## src/rtl/mem_wbuf.sv

```systemverilog
// MEM-stage load/store unit with an in-order store buffer in front of an SRAM-like bus.
// Stores are posted into a FIFO and drained one at a time; loads wait for the buffer unless bypass is legal.
module mem_wbuf #(
  parameter int unsigned DEPTH         = 4,
  parameter int unsigned UNCACHED_ONLY = 1
) (
  input  logic        clk,
  input  logic        rst,
  input  logic        req_rd,
  input  logic        req_wr,
  input  logic [31:0] req_addr,
  input  logic [2:0]  req_type,
  input  logic [31:0] req_wdata,
  input  logic        req_kill,
  output logic        stall,
  output logic [31:0] rdata,
  output logic [3:0]  rdata_we,
  output logic        mem_req,
  output logic        mem_wr,
  output logic [31:0] mem_addr,
  output logic [3:0]  mem_wstrb,
  output logic [31:0] mem_wdata,
  input  logic [31:0] mem_rdata,
  input  logic        mem_addr_ok,
  input  logic        mem_data_ok,
  output logic        wbuf_empty
);

  localparam int unsigned AW = $clog2(DEPTH);
  localparam int unsigned PW = AW + 1;

  typedef enum logic [1:0] {WIdle, WAddr, WData} wr_st_e;
  typedef enum logic [1:0] {RIdle, RAddr, RData} rd_st_e;

  wr_st_e r_wr_st, w_wr_nxt;
  rd_st_e r_rd_st, w_rd_nxt;

  logic [PW-1:0] r_wptr, r_rptr;
  logic [29:0]   r_fa [DEPTH];
  logic [3:0]    r_fs [DEPTH];
  logic [31:0]   r_fd [DEPTH];

  logic [1:0]    w_off, w_sz;
  logic          w_ext, w_misalign, w_ok, w_ld, w_st;
  logic [4:0]    w_lsh, w_rsh;
  logic [3:0]    w_st_strb;
  logic [31:0]   w_st_data;
  logic [15:0]   w_lane;
  logic [31:0]   w_ld_data;
  logic [3:0]    w_ld_we;
  logic          w_ld_done;
  logic [PW-1:0] w_cnt;
  logic          w_empty, w_full, w_enq, w_pop, w_match;
  logic          w_drain_go, w_issue;

  // ---------------------------------------------------------------------------
  // Request decode
  // ---------------------------------------------------------------------------
  assign w_off      = req_addr[1:0];
  assign w_sz       = req_type[1:0];
  assign w_ext      = req_type[2];
  assign w_misalign = ((w_sz == 2'b01) && w_off[0]) || ((w_sz == 2'b10) && (w_off != 2'b00));
  assign w_ok       = !req_kill && !w_misalign;
  assign w_ld       = req_rd && w_ok;
  assign w_st       = req_wr && w_ok;
  assign w_lsh      = {w_off, 3'b000};
  // 8*(3-off): for a 2-bit offset, 3-off is simply its complement
  assign w_rsh      = {~w_off, 3'b000};

  always_comb begin
    w_st_strb = 4'b0000;
    w_st_data = 32'h0;
    unique case (w_sz)
      2'b00: begin
        w_st_strb = 4'b0001 << w_off;
        w_st_data = {4{req_wdata[7:0]}};
      end
      2'b01: begin
        w_st_strb = w_off[1] ? 4'b1100 : 4'b0011;
        w_st_data = {2{req_wdata[15:0]}};
      end
      2'b10: begin
        w_st_strb = 4'b1111;
        w_st_data = req_wdata;
      end
      2'b11: begin
        if (!w_ext) begin
          w_st_strb = 4'b1111 >> ~w_off;
          w_st_data = req_wdata >> w_rsh;
        end else begin
          w_st_strb = 4'b1111 << w_off;
          w_st_data = req_wdata << w_lsh;
        end
      end
      default: ;
    endcase
  end

  // ---------------------------------------------------------------------------
  // Load extraction
  // ---------------------------------------------------------------------------
  assign w_lane = 16'(mem_rdata >> w_lsh);

  always_comb begin
    w_ld_data = 32'h0;
    w_ld_we   = 4'b1111;
    unique case (w_sz)
      2'b00: w_ld_data = {{24{w_ext & w_lane[7]}}, w_lane[7:0]};
      2'b01: w_ld_data = {{16{w_ext & w_lane[15]}}, w_lane[15:0]};
      2'b10: w_ld_data = mem_rdata;
      2'b11: begin
        if (!w_ext) begin
          w_ld_data = mem_rdata << w_rsh;
          w_ld_we   = 4'b1111 << ~w_off;
        end else begin
          w_ld_data = mem_rdata >> w_lsh;
          w_ld_we   = 4'b1111 >> w_off;
        end
      end
      default: ;
    endcase
  end

  assign w_ld_done = (r_rd_st == RData) && mem_data_ok && w_ld;
  assign rdata     = w_ld_done ? w_ld_data : 32'h0;
  assign rdata_we  = w_ld_done ? w_ld_we : 4'b0000;

  // ---------------------------------------------------------------------------
  // Store FIFO
  // ---------------------------------------------------------------------------
  assign w_cnt   = r_wptr - r_rptr;
  assign w_empty = (r_wptr == r_rptr);
  assign w_full  = (r_wptr[AW] != r_rptr[AW]) && (r_wptr[AW-1:0] == r_rptr[AW-1:0]);
  assign w_enq   = w_st && !w_full;
  assign w_pop   = (r_wr_st == WData) && mem_data_ok;

  assign wbuf_empty = w_empty;
  // A full buffer stalls even when the head pops this cycle; the store enqueues next cycle.
  assign stall      = (w_st && w_full) || (w_ld && !w_ld_done);

  always_ff @(posedge clk) begin
    if (w_enq) begin
      r_fa[r_wptr[AW-1:0]] <= req_addr[31:2];
      r_fs[r_wptr[AW-1:0]] <= w_st_strb;
      r_fd[r_wptr[AW-1:0]] <= w_st_data;
    end
  end

  // Word-address hit against any occupied entry, measured from the read pointer
  always_comb begin
    w_match = 1'b0;
    for (int unsigned i = 0; i < DEPTH; i++) begin
      if (({1'b0, AW'(AW'(i) - r_rptr[AW-1:0])} < w_cnt) &&
          (r_fa[AW'(i)] == req_addr[31:2])) begin
        w_match = 1'b1;
      end
    end
  end

  // ---------------------------------------------------------------------------
  // Drain and load FSMs; one shared bus, drain wins ties
  // ---------------------------------------------------------------------------
  assign w_drain_go = !w_empty && (r_rd_st == RIdle);
  assign w_issue    = w_ld && (r_rd_st == RIdle) && (r_wr_st == WIdle) && !w_drain_go &&
                      (w_empty || ((UNCACHED_ONLY == 0) && !w_match));

  always_comb begin
    w_wr_nxt  = r_wr_st;
    w_rd_nxt  = r_rd_st;
    mem_req   = 1'b0;
    mem_wr    = 1'b0;
    mem_addr  = 32'h0;
    mem_wstrb = 4'b0000;
    mem_wdata = 32'h0;

    case (r_wr_st)
      WIdle: if (w_drain_go) w_wr_nxt = WAddr;
      WAddr: begin
        mem_req   = 1'b1;
        mem_wr    = 1'b1;
        mem_addr  = {r_fa[r_rptr[AW-1:0]], 2'b00};
        mem_wstrb = r_fs[r_rptr[AW-1:0]];
        mem_wdata = r_fd[r_rptr[AW-1:0]];
        if (mem_addr_ok) w_wr_nxt = WData;
      end
      WData: if (mem_data_ok) w_wr_nxt = WIdle;
      default: w_wr_nxt = WIdle;
    endcase

    case (r_rd_st)
      RIdle: if (w_issue) w_rd_nxt = RAddr;
      RAddr: begin
        mem_req  = 1'b1;
        mem_addr = {req_addr[31:2], 2'b00};
        if (mem_addr_ok) w_rd_nxt = RData;
      end
      RData: if (mem_data_ok) w_rd_nxt = RIdle;
      default: w_rd_nxt = RIdle;
    endcase
  end

  always_ff @(posedge clk) begin
    if (rst) begin
      r_wr_st <= WIdle;
      r_rd_st <= RIdle;
      r_wptr  <= '0;
      r_rptr  <= '0;
    end else begin
      r_wr_st <= w_wr_nxt;
      r_rd_st <= w_rd_nxt;
      if (w_enq) r_wptr <= r_wptr + 1'b1;
      if (w_pop) r_rptr <= r_rptr + 1'b1;
    end
  end

endmodule

```

## config.mk

```make
export PLATFORM = sky130hd
export DESIGN_NAME = mem_wbuf
export DESIGN_NICKNAME = d
export VERILOG_FILES = /design/src/rtl/mem_wbuf.sv
export SDC_FILE = /design/constraint.sdc
export NUM_CORES = 1
export LEC_CHECK = 0
export CORE_AREA = 8 8 167 200
export DETAILED_ROUTE_END_ITERATION = 10
export DIE_AREA = 0 0 175 208
export PLACE_DENSITY = 0.79
export SYNTH_ARGS = -nofsm -noshare
export SYNTH_HDL_FRONTEND = slang
export SYNTH_SLANG_ARGS = --single-unit
```

## constraint.sdc

```tcl
create_clock -name clk -period 5.7 [get_ports clk]
set_clock_uncertainty 0.05 [all_clocks]
set_input_delay 1.14 -clock clk [delete_from_list [all_inputs] [get_ports clk]]
set_output_delay 1.14 -clock clk [all_outputs]
set_load 0.05 [all_outputs]
```

# After elaboration in Yosys (flattened, before gate mapping)
# Memory sizes are Yosys's and may differ from the RTL's. A register that Yosys moved wholly into a read port is not among the register bits.
# Index checks and enable logic that the tools add are counted.
# word_totals
ff_bits	10
mem_bits_rw	264
in_bits	106
output_inout_bits	108
elab_cells	99
mem_count	3
# memory_table
name	depth	word_bits	rd	rd_clocked_by_memory_dff	wr	line_no	source
r_fd	4	32	1	1	1	41	logic [31:0] r_fd [DEPTH];
r_fa	4	30	1	1	1	39	logic [29:0] r_fa [DEPTH];
r_fs	4	4	1	1	1	40	logic [3:0] r_fs [DEPTH];
# op_classes
add_sub_neg	2
n_eq_ne	16
shift	9
muxes	31
n_bitwise	3
n_reduce_logical	31
# ops
operator	count
one-hot mux 32 bit (4 select lines)	2
2-to-1 mux 32 bit	6
<< shifter 32 x 5 -> 32 bit	2
>> shifter 32 x 5 -> 32 bit	2
2-to-1 mux 4 bit	6
2-to-1 mux 2 bit	10
logical AND 1 bit	17
one-hot mux 4 bit (4 select lines)	1
inequality test 2 bit (second input constant)	6
one-hot mux 2 bit (3 select lines)	2
== test 2 bit (second input constant)	4
<< shifter 4 x 2 -> 4 bit (first input constant)	2
>> shifter 4 x 2 -> 4 bit (first input constant)	2
adder 3 x 1 -> 3 bit (second input constant)	2
== test 2 x 1 -> 1 bit (second input constant)	3
zero test 1 bit	6
zero test 2 bit	3
AND reduction 3 bit	2
2-to-1 mux 1 bit	4
<< shifter 1 x 2 -> 4 bit (first input constant)	1
== test 3 bit	1
AND 1 bit	2
== test 2 bit	1
logical OR 1 bit	2
3 further kinds	3

# Depth between registers and ports, before layout
# Gate-level depths: netlist (run 1).
# logic_depth
depth_word	12
ltp_mapped	7
depth_no_buf	4

# Least setup slack after synthesis (run 1)
# OpenSTA, ideal clock, no wires.
# synth_path
kind	in2reg
startpoint	in req_type[0]
endpoint	reg r_wptr[2]
arrival_ns	4.994
slack_ns	0.532
stages	5
path_cell_list	clkbuf_1 and3b_1 a2111o_1 nor3b_2 mux2_1
# synth_between
elab_chain_len	7
# synth_lines
element	line_no	source
start, declared	12	input logic [2:0] req_type,
== test 2 x 1 -> 1 bit / == test 2 bit (equally long branches)	62	assign w_misalign = ((w_sz == 2'b01) && w_off[0]) || ((w_sz == 2'b10) && (w_off != 2'b00));
logical AND 1 bit	62	
logical OR 1 bit *	62	
zero test 1 bit *	63	assign w_ok = !req_kill && !w_misalign;
logical AND 1 bit *	63	
logical AND 1 bit *	65	assign w_st = req_wr && w_ok;
logical AND 1 bit *	134	assign w_enq = w_st && !w_full;
end signal, assigned	211	if (w_enq) r_wptr <= r_wptr + 1'b1;
end, declared	38	logic [PW-1:0] r_wptr, r_rptr;
# Mark *: on every way between the ends. The rest lies on a longest branch, timed or not.
# A chain may end at the register's enable or synchronous reset.

# Final worst setup path (run 1)
# layout_path
startpoint	in req_type[0]
endpoint	out rdata[16]
# layout_between
elab_chain_len	8
# layout_lines
element	line_no	source
== test 2 x 1 -> 1 bit / == test 2 bit (equally long branches)	62, 107	
logical AND 1 bit	62	
logical OR 1 bit	62	
zero test 1 bit	63	
logical AND 1 bit	63	
logical AND 1 bit	64	assign w_ld = req_rd && w_ok;
logical AND 1 bit	124	assign w_ld_done = (r_rd_st == RData) && mem_data_ok && w_ld;
2-to-1 mux 32 bit *	125	assign rdata = w_ld_done ? w_ld_data : 32'h0;
end, declared	16	output logic [31:0] rdata,
# Marks and branches as above.

==> metrics.md, run 1 <==
| Metric | Value |
|---|---|
| Status | `finished, final reports clean` |
| CP endpoint kind | `primary output` |
| Yosys reg bits | `276` |
| Int Power | `3630 uW` |
| Worst EP arrival | `3.71 ns` |
| Fmax achieved | `204 MHz` |
| Clk sinks | `276` |
| Post-DP HPWL | `24,300 um` |
| Layout Cells excl Fill | `1,498` |
| Worst skew pair latency | `0.52 ns` |
| Top cell type's share of synthesized area | `0.593` |
| Iter 0 DRT Violations | `769` |
| Cts hold-fix bufs | `0` |
| Buffers on Ports | `211` |
| Vias in the first global route | `9,306` |
| Post-route ant nets | `0` |
| Share of synthesized registers carrying an async set or reset | `0` |
| Slowest CP cell | `a2111oi_4` |
| Clock Power Share | `0.367` |
| Largest net degree at the start of global routing | `67` |
| Slowest cell delay on critical path | `0.57 ns` |
| Hold depth | `1` |
| Sequential Power Share | `0.475` |
| Area Growth Syn to Fin | `28.5%` |
| Setup bufs post-CTS | `0` |
| Worst Max-Slew Pin Slew | `0.995 ns` |
| Fillers | `2,374` |
| Comb power frac | `0.158` |
| WL met3 | `3060 um` |
| Max Cap Viol | `0` |
| Maximum VDD drop | `0.189 mV` |
| PostCTS Resize Cnt | `0` |
| Cell count after synthesis | `888` |
| CTS Buf Count | `26` |
| Inst Count DP | `1,449` |
| Initial antenna violation count | `1` |
| Switching part of the total power | `0.248` |
| Met2 WL | `17,300 um` |
| Worst hold path class | `reg -> reg` |
| Setup TNS | `0 ns` |
| Final slew viol count | `0` |
| Psw | `1190 uW` |
| Root Buffer | `clkbuf_16` |
| Yosys cell types | `61` |
| Critical path class | `in -> out` |
| DRC | `0` |
| Initial Util | `0.443` |
| Leakage | `0.00571 uW` |
| Critical path, cell by cell | `clkdlybuf4s50_1, buf_4, and3b_1, a2111oi_4, nand3_2, a21oi_1, buf_12` |
| Wire length on met1 | `13,700 um` |
| Gr ovfl total | `0` |
| Min cycle time layout | `4.90 ns` |
| Top sig layer | `met5` |
| Die ar. | `0.0364 mm2` |
| Final Cycle Share | `0.861` |
| Top FF cell, synth | `edfxtp_1` |
| Via-to-Cell Ratio | `5.93` |
| RSZ-0062 raised after global routing | `no` |
| R2R Setup Slk | `3.39 ns` |
| Ys Warns | `0` |
| Core area | `0.0302 mm2` |
| Global-route wire length before repair | `54,300 um` |
| Synth Area per Inst | `15.1 um2` |
| Seq. cell area | `0.00818 mm2` |
| Multi-input gate area | `0.00483 mm2` |
| Routed wire per std cell | `23.3 um` |
| Final hold vios | `0` |
| Post-layout nets | `1,192` |
| Worst-path clk slew | `0.07 ns` |
| Chip Height | `208 um` |
| Gr usage total | `0.187` |
| Die X | `175 um` |
| Site row count | `70` |
| H-Tree Depth | `1` |
| Synth Cell Area | `0.0134 mm2` |
| Worst rel slew slack | `0.337` |
| Ports | `214` |
| Via count | `8,890` |
| Placer Congestion | `0.913` |
| Synth area leaders | `edfxtp_1 59%, mux4_2 12%, mux2i_1 3.4%, a22o_1 3.2%, nor2b_1 2.4%` |
| Clock Path Buffers | `3` |
| # setup viols final | `0` |
| Layout cells sized above 1 | `0.185` |
| Router iterations before antenna repair | `7` |
| Critical path startpoint category | `primary input` |
| PD cells | `280 mW/mm2` |
| Post-synth EDFFs | `264` |
| CTS tree | `done` |
| Sequential area share after synthesis | `0.611` |
| Worst Path Max Fanout | `24` |
| WL final | `34,900 um` |
| R2r worst-path depth | `5` |
| Yosys top cell by area | `edfxtp_1` |
| Required time worst endpoint | `4.51 ns` |
==> cell type report <==
type,instances,share of cell area
Sequential cell,276,0.476
Tap cell,396,0.0288
Inverter,20,0.00437
Multi-Input combinational cell,519,0.281
Clock buffer,29,0.0398
Timing Repair Buffer,238,0.158
Antenna cell,1,0.000146
Clock inverter,19,0.0125
==> power groups by stage <==
stage	registers (uW)	clock network, uW	logic, uW
finish	2290	1770	759
global route	2290	1890	803
floorplan	2330	0	466
detailed placement	2330	0	761
global placement	2330	0	751
CTS	2290	1810	763
==> logic make-up (layout without fill, tap and decap cells) <==
group	Yosys count	after routing	share of synthesized area
flip-flops	276	276	0.611
AO/OA/AOI/OAI	217	217	0.123
AND/OR/NAND/NOR	162	162	0.0654
multiplexers	128	128	0.162
buffers and inverters	94	306	0.0302
adder cells (fa/ha/maj)	5	5	0.00468
XOR/XNOR	5	5	0.00327
other	1	3	0.000280
==> metrics by stage <==
step                setup WS, ns   util  hold WS [ns]  total power (uW)  cell area (um2)
global placement           0.901  0.539         0.460              3080            16300
floorplan                  0.532      -         0.415              2790            13400
finish                     0.795  0.569         0.498              4820            17200
global route               0.705  0.569         0.523              4980            17200
CTS                        0.833  0.569         0.493              4860            17200
detailed placement         0.858  0.539         0.476              3100            16300
==> placed cells by master (no fill, tap or decap), drive strengths merged, types with 5 or more instances in the layout <==
master and count:
o21a 5, a21o 5, inv 20, edfxtp 264
a31oi 6, nand2b 5, mux2i 46, dfxtp 12
mux2 12, and2 8, a32oi 9, mux4 70
and3 9, nor2b 52, a21oi 40, buf 67
o21ai 18, ha 5, a222oi 5, nand3 14
a22o 49, o22ai 11, clkinv 13, o221ai 8
a221o 10, nand2 18, a22oi 13, o2bb2ai 21
nor2 41, clkdlybuf4s50 171, clkbuf 29
==> synthesized netlist by cell type (2+ instances only) <==
master / number
a211o_1: 2
a211oi_1: 2
a21boi_0: 2
a21o_1: 5
a21oi_1: 40
a221o_1: 10
a221oi_1: 3
a222oi_1: 5
a22o_1: 49
a22oi_1: 13
a2bb2oi_1: 2
a31oi_1: 6
a32oi_1: 9
and2_1: 8
and3_1: 9
and3b_1: 2
buf_1: 5
buf_2: 26
buf_4: 3
clkbuf_1: 39
dfxtp_1: 12
edfxtp_1: 264
ha_1: 5
inv_1: 18
mux2_2: 11
mux2i_1: 46
mux4_2: 70
nand2_1: 18
nand2b_1: 5
nand3_1: 13
nand3b_1: 4
nor2_1: 40
nor2b_1: 52
nor3_1: 3
o21a_1: 5
o21ai_0: 17
o221ai_1: 8
o22ai_1: 11
o2bb2ai_1: 21
xor2_1: 4
==> worst max-delay path: cells and delay by family <==
family	cells	cell delay, ns
compound gates	2	1.01
buf+inv	3	0.82
simple gates	2	0.74
==> layer usage <==
metal	vias up	track usage
li1	3985	-
met1	4464	0.225
met2	381	0.324
met3	58	0.0533
met4	2	0.0509
met5	-	0
==> flip-flops by register name (all words and copies together), names as in the netlist, named ones only <==
register / cells
r_fd: 128
r_wr_st: 2
r_rd_st: 2
r_wptr: 3
r_fa: 120
r_rptr: 3
r_fs: 16
==> path summary, 6_finish.rpt <==
path / startpoint / end
setup / recovery: req_type[0] / rdata[16]
hold / removal: r_rd_st[1]$_SDFFE_PP0P_ / r_rd_st[0]$_SDFFE_PP0P_
setup reg to reg: r_wptr[0]$_SDFFE_PP0P_ / r_fa[0][5]$_DFFE_PP_
hold reg to reg: r_rd_st[1]$_SDFFE_PP0P_ / r_rd_st[0]$_SDFFE_PP0P_
Note: power is estimated with default switching activity, not from simulation.
==> run 2, diff against run 1 <==
Settings changed: HOLD_SLACK_MARGIN from default to 0.12.
Clock period 5.7 ns to 4.18 ns, I/O delays scaled along.
==> run 2 against run 1 <==
Compared with the run above:
- critical endpoint is now rdata[15]
- sequential cell count stayed put
- count of clock-buffer cells in the layout is 1 lower
- critical path depth fell by 1
- register-to-register slack lost 1.3 ns
- first-iteration DRC count fell by 3.6%
- final cell count is 0.80% higher
- via count up 2.1%
- cell area grew 1.0%
- worst hold slack lost 0.018 ns
- global-route usage is 0.095 points higher
- combinational power grew 44%
==> metrics.md, run 2 (same netlist as run 1, synthesis figures left out) <==
| Metric | Value |
|---|---|
| Final Cycle Share | `0.941` |
| Via-to-Cell Ratio | `6.01 (+1.3%)` |
| Status | `finished, final reports clean` |
| Grt met3 use | `0.0585 (+0.00525)` |
| Worst Path Max Fanout | `24 (unchanged)` |
| Critical path, cell by cell | `clkdlybuf4s50_1, and3b_1, a2111oi_4, nand3_2, a21oi_1, buf_12` |
| Worst skew pair latency | `0.51 ns (about the same)` |
| PostCTS Resize Cnt | `0 (unchanged)` |
| H-Tree Depth | `1 (unchanged)` |
| R2r worst-path depth | `5 (unchanged)` |
| Critical path startpoint category | `primary input` |
| Initial Util | `0.443 (unchanged)` |
| Fmax achieved | `254 MHz` |
| Slowest cell delay on critical path | `0.48 ns (-0.09 ns)` |
| WL final | `35,900 um (+2.9%)` |
| Hold depth | `1 (unchanged)` |
| Final worst setup slack | `0.247 ns (-0.548 ns)` |
| Min cycle time layout | `3.93 ns` |
| Worst rel slew slack | `0.417 (+0.0806)` |
| Iter 0 DRT Violations | `741 (-3.6%)` |
| # setup viols final | `0 (unchanged)` |
| M1 GR Usage | `0.233 (+0.00794)` |
| Worst hold path class | `reg -> reg` |
| GR peak layer | `met2` |
| Setup bufs post-CTS | `0 (unchanged)` |
| Post-route ant nets | `0 (unchanged)` |
| Worst EP arrival | `3.05 ns (-0.66 ns)` |
| Final slew viol count | `0 (unchanged)` |
| Cts hold-fix bufs | `0 (unchanged)` |
| Gr ovfl total | `0 (unchanged)` |
| Most frequent cells in the layout | `264 x edfxtp_1, 141 x clkdlybuf4s50_1, 70 x mux4_2, 58 x buf_12, 53 x buf_4` |
| Global-route wire length before repair | `54,500 um (+0.30%)` |
| Die ar. | `0.0364 mm2 (unchanged)` |
| Area Growth Syn to Fin | `29.8%` |
| Slowest CP cell | `nand3_2` |
| Origin of the critical flop-to-flop path | `r_wptr[1]$_SDFFE_PP0P_` |
| Hold Path End | `r_wr_st[0]$_SDFFE_PP0P_` |
| Hold Crit Start | `r_wr_st[1]$_SDFFE_PP0P_` |
| Worst-path clk slew | `0.06 ns (about the same)` |
| Die X | `175 um (unchanged)` |
| Worst Max-Slew Pin Slew | `0.872 ns (-0.123 ns)` |
| RSZ-0062 raised after global routing | `no` |
| Core area | `0.0302 mm2 (unchanged)` |
| Gr usage total | `0.188 (+0.000945)` |
| CTS Buf Count | `24 (-7.7%)` |
| Vias in the first global route | `9,235 (-0.76%)` |
| PD cells | `373 mW/mm2 (+33%)` |
| Routed wire per std cell | `23.8 um (+2.1%)` |
| Layout Cells excl Fill | `1,510 (+0.80%)` |
| Max reg flops | `128 (unchanged)` |
| Final hold vios | `0 (unchanged)` |
| Max Cap Viol | `0 (unchanged)` |
| Final Hold Slack | `0.480 ns (-0.0178 ns)` |
| R2R Setup Slk | `2.06 ns (-1.33 ns)` |
| CP endpoint kind | `primary output` |
| CTS tree | `done` |
| Post-DP HPWL | `25,100 um (+3.3%)` |
| Root Buffer | `clkbuf_16` |
| Maximum VDD drop | `0.276 mV (+46%)` |
| Post-layout nets | `1,207 (+1.3%)` |
| Buffers on Ports | `211 (unchanged)` |
| Place WS | `0.291 ns (-0.567 ns)` |
| Setup TNS | `0 ns (unchanged)` |
| Via count | `9,078 (+2.1%)` |
| Ports | `214 (unchanged)` |
| Required time worst endpoint | `3.29 ns (-1.22 ns)` |
| Chip Height | `208 um (unchanged)` |
| Critical path class | `in -> out` |
| Initial antenna violation count | `2 (+1)` |
| Clk sinks | `276 (unchanged)` |
| Site row count | `70 (unchanged)` |
| Worst R2R End | `r_fs[1][2]$_DFFE_PP_` |
| Inst Count DP | `1,466 (+1.2%)` |
| Layout cells sized above 1 | `0.217 (+0.0312)` |
| Leakage | `0.00586 uW (+2.7%)` |
| Placer Congestion | `0.922 (+0.97%)` |
| M2 GR Usage | `0.314 (-0.0102)` |
| Clock Path Buffers | `3 (unchanged)` |
| Largest net degree at the start of global routing | `67 (unchanged)` |
| Router iterations before antenna repair | `5 (-2)` |
| Most common cell after layout, fill and taps aside | `edfxtp_1` |
| DRC | `0 (unchanged)` |
| Final Power | `6480 uW (+34%)` |
## run 2: changes by cell type in the layout (fill, tap and decap cells not counted), moves of 3 or more
| cell | delta |
|---|---|
| and2_2 | +3 |
| clkinv_1 | +4 |
| buf_12 | +18 |
| clkdlybuf4s50_1 | -30 |
| clkinv_4 | -4 |
| and2_4 | -3 |
| buf_4 | +29 |
## run 2: per-layer routing
metal | up-vias | routed length (um)
met2 | 446 | 17500
li1 | 4014 | -
met3 | 58 | 3460
met4 | 2 | 813
met5 | - | 8
met1 | 4558 | 14100
## run 2: per-stage QoR
stage	util	cell area (um2)
finish	0.574	17400
detailed placement	0.548	16600
global route	0.574	17400
global placement	0.548	16600
floorplan	-	13400
CTS	0.574	17400
## run 2: layout make-up
type / count / area [um2]
timing repair buffer: 255 / 2990
multi-input combinational: 519 / 4820
inverter: 20 / 75.1
clock buffer: 28 / 637
fill: 2303 / 12900
sequential: 276 / 8170
clock inverter: 15 / 169
antenna: 1 / 2.50
tap: 396 / 495
## run 2: critical path, delay by kind of cell
kind                   cells  cell delay, ns
AOI/OAI and AO/OA          2            0.84
buffers and inverters      2            0.65
and+or+nand+nor            2            0.71
## run 2: how the worst max path moves through the flow
stage | from | endpoint | cells past startpoint
global placement | mem_rdata[15] | rdata[11] | 6
global route | req_type[0] | rdata[17] | 6
finish | req_type[0] | rdata[15] | 6
CTS | req_type[0] | rdata[17] | 6
detailed placement | req_type[0] | rdata[16] | 6
floorplan | req_type[0] | r_wptr[2]$_SDFFE_PP0P_ | 5
## run 2: report_power, final
group / internal [uW] / switching (uW)
Sequential: 3100 / 19.6
Clock: 1330 / 924
Combinational: 448 / 647
Total: 4880 / 1590
==> run 3, diff against run 2 <==
Settings changed: CORE_AREA 8 8 167 200 to 2 2 154 186, DIE_AREA 0 0 175 208 to 0 0 156 188, PLACE_DENSITY 0.79 to 0.84.
==> run 3 against run 2 <==
Compared with the run above:
- clock power is 2% higher
- sequential power barely moved
- via count fell by 0.57%
- critical path type unchanged
==> metrics.md, run 3 (same netlist as run 1, synthesis figures left out) <==
| Metric | Value |
|---|---|
| Status | `finished, final reports clean` |
| Worst Max-Slew Pin Slew | `0.791 ns (-0.0811 ns)` |
| Layout cells sized above 1 | `0.226 (+0.00927)` |
| Clk sinks | `276 (unchanged)` |
| Most common cell after layout, fill and taps aside | `edfxtp_1` |
| CTS Buf Count | `25 (+4.2%)` |
| Max Cap Viol | `0 (unchanged)` |
| Worst Path Max Fanout | `24 (unchanged)` |
| CTS tree | `done` |
| Via-to-Cell Ratio | `6.18 (+2.8%)` |
| Initial antenna violation count | `0 (-2)` |
| Hold depth | `2 (+1)` |
| # setup viols final | `0 (unchanged)` |
| Vias in the first global route | `9,271 (+0.39%)` |
| PostCTS Resize Cnt | `0 (unchanged)` |
| Post-DP HPWL | `23,900 um (-4.7%)` |
| RSZ-0062 raised after global routing | `no` |
| Final Cycle Share | `0.933 (-0.00789)` |
| Cts hold-fix bufs | `0 (unchanged)` |
| Gr usage total | `0.235 (+0.0471)` |
| R2r worst-path depth | `5 (unchanged)` |
| PD cells | `375 mW/mm2 (+0.61%)` |
| Area Growth Syn to Fin | `29.8% (about the same)` |
| Critical path buffer and inverter count | `2 (unchanged)` |
| Levels on crit path | `6 (unchanged)` |
| CP endpoint kind | `primary output` |
| Global-route wire length before repair | `53,200 um (-2.3%)` |
| # diodes | `0 (-1)` |
| CP top delay family | `compound AO/OA/AOI/OAI gates` |
| DRC | `0 (unchanged)` |
| Post-layout nets | `1,211 (+0.33%)` |
| Via count | `9,026 (-0.57%)` |
| Critical path class | `in -> out` |
| Iter 0 DRT Violations | `1,013 (+37%)` |
| Worst skew pair latency | `0.51 ns (about the same)` |
| Post-route ant nets | `0 (unchanged)` |
| Largest net degree at the start of global routing | `58 (-13%)` |
| Clock Path Buffers | `3 (unchanged)` |
| Min cycle time layout | `3.90 ns (-0.0330 ns)` |
| Worst hold path class | `reg -> reg` |
| Seq. cell area | `0.00817 mm2 (unchanged)` |
| Max reg flops | `128 (unchanged)` |
| Slowest CP cell | `clkdlybuf4s50_1` |
| Slowest cell delay on critical path | `0.48 ns (about the same)` |
| Root Buffer | `clkbuf_16` |
| Required time worst endpoint | `3.29 ns (about the same)` |
| Critical path startpoint category | `primary input` |
| Buffers on Ports | `211 (unchanged)` |
| Die ar. | `0.0293 mm2 (-19%)` |
| Worst rel slew slack | `0.471 (+0.0542)` |
| Core area | `0.0276 mm2 (-8.7%)` |
| Placer Congestion | `0.954 (+3.4%)` |
| Leakage | `0.00590 uW (+0.71%)` |
| Chip Height | `188 um (-9.6%)` |
| Router iterations before antenna repair | `6 (+1)` |
| Multi-input gate area | `0.00483 mm2 (about the same)` |
| Site row count | `67 (-4.3%)` |
| Final hold vios | `0 (unchanged)` |
| Gr ovfl total | `0 (unchanged)` |
| Setup TNS | `0 ns (unchanged)` |
| Fmax achieved | `256 MHz (+0.85%)` |
| Initial Util | `0.485 (+0.0423)` |
| Most frequent cells in the layout | `264 x edfxtp_1, 141 x clkdlybuf4s50_1, 70 x mux4_2, 58 x buf_12, 56 x buf_4` |
| WL final | `34,800 um (-3.1%)` |
| Maximum VDD drop | `0.270 mV (-2.3%)` |
| Fillers | `1,943 (-16%)` |
| Worst EP arrival | `3.01 ns (-0.04 ns)` |
| H-Tree Depth | `1 (unchanged)` |
| Setup bufs post-CTS | `0 (unchanged)` |
| Worst-path clk slew | `0.06 ns (about the same)` |
| Critical path, cell by cell | `clkdlybuf4s50_1, and3b_1, a2111oi_4, nand3_2, a21oi_1, buf_12` |
| Place WS | `0.296 ns (+0.00539 ns)` |
| Routed wire per std cell | `23.8 um (+0.20%)` |
| Ports | `214 (unchanged)` |
| Final slew viol count | `0 (unchanged)` |
| Die X | `156 um (-11%)` |
| Final worst setup slack | `0.280 ns (+0.0330 ns)` |
## run 3: cell types whose count changed in the layout (fill, tap and decap cells not counted)
| cell | before | now |
|---|---|---|
| and2_4 | 0 | 3 |
| clkbuf_16 | 25 | 27 |
| clkbuf_1 | 3 | 2 |
| clkinv_2 | 2 | 5 |
| clkinvlp_4 | 0 | 1 |
| clkbuf_8 | 0 | 4 |
| buf_4 | 53 | 56 |
| inv_6 | 1 | 0 |
| clkinv_4 | 0 | 1 |
| bufinv_16 | 4 | 2 |
| diode_2 | 1 | 0 |
| and2_2 | 3 | 0 |
| clkinv_1 | 9 | 2 |
## run 3: path summary, 6_finish.rpt
kind,startpoint,end,slack (ns)
worst max register to register,r_wptr[1]$_SDFFE_PP0P_,r_fd[0][24]$_DFFE_PP_,1.98
worst max-delay path,req_type[0],rdata[16],0.28
worst min register to register,r_rptr[2]$_SDFFE_PP0P_,r_rptr[2]$_SDFFE_PP0P_,0.49
worst min-delay path,r_rptr[2]$_SDFFE_PP0P_,r_rptr[2]$_SDFFE_PP0P_,0.49
## run 3: power by group
| part | internal, uW | total, uW | switching [uW] |
|---|---|---|---|
| clock network | 1360 | 2300 | 936 |
| registers | 3100 | 3120 | 20.3 |
| logic | 447 | 1090 | 646 |
| total | 4910 | 6510 | 1600 |
## run 3: through the flow
| step | instances | hold slack, ns | instance area (um2) | utilization | power, uW |
|---|---|---|---|---|---|
| after floorplan | 889 | 0.415 | 13400 | - | 3810 |
| after global placement | 1418 | 0.456 | 16500 | 0.599 | 4240 |
| after detailed placement | 1418 | 0.467 | 16500 | 0.599 | 4270 |
| after CTS | 1461 | 0.481 | 17400 | 0.629 | 6540 |
| after global routing | 1461 | 0.515 | 17400 | 0.629 | 6710 |
| final | 1461 | 0.487 | 17400 | 0.629 | 6510 |
## run 3: tightest hold or removal path, delay by kind of cell (launching register included)
family,cells,cell delay (ns)
XOR/XNOR,1,0.08
flip-flops,1,0.36
AND/OR/NAND/NOR,1,0.07
## run 3: layer usage
layer  global-route usage  wire (um)
met5                    0          0
met4               0.0773        998
met3               0.0541       3080
met2                0.403      17500
met1                0.296      13300
## run 3: cell type report
class | instances | share of cell area
tap | 345 | 0.0249
sequential | 276 | 0.471
clock buffer | 33 | 0.0425
multi-input combinational | 519 | 0.278
timing repair buffer | 258 | 0.173
inverter | 20 | 0.00433
clock inverter | 10 | 0.00606
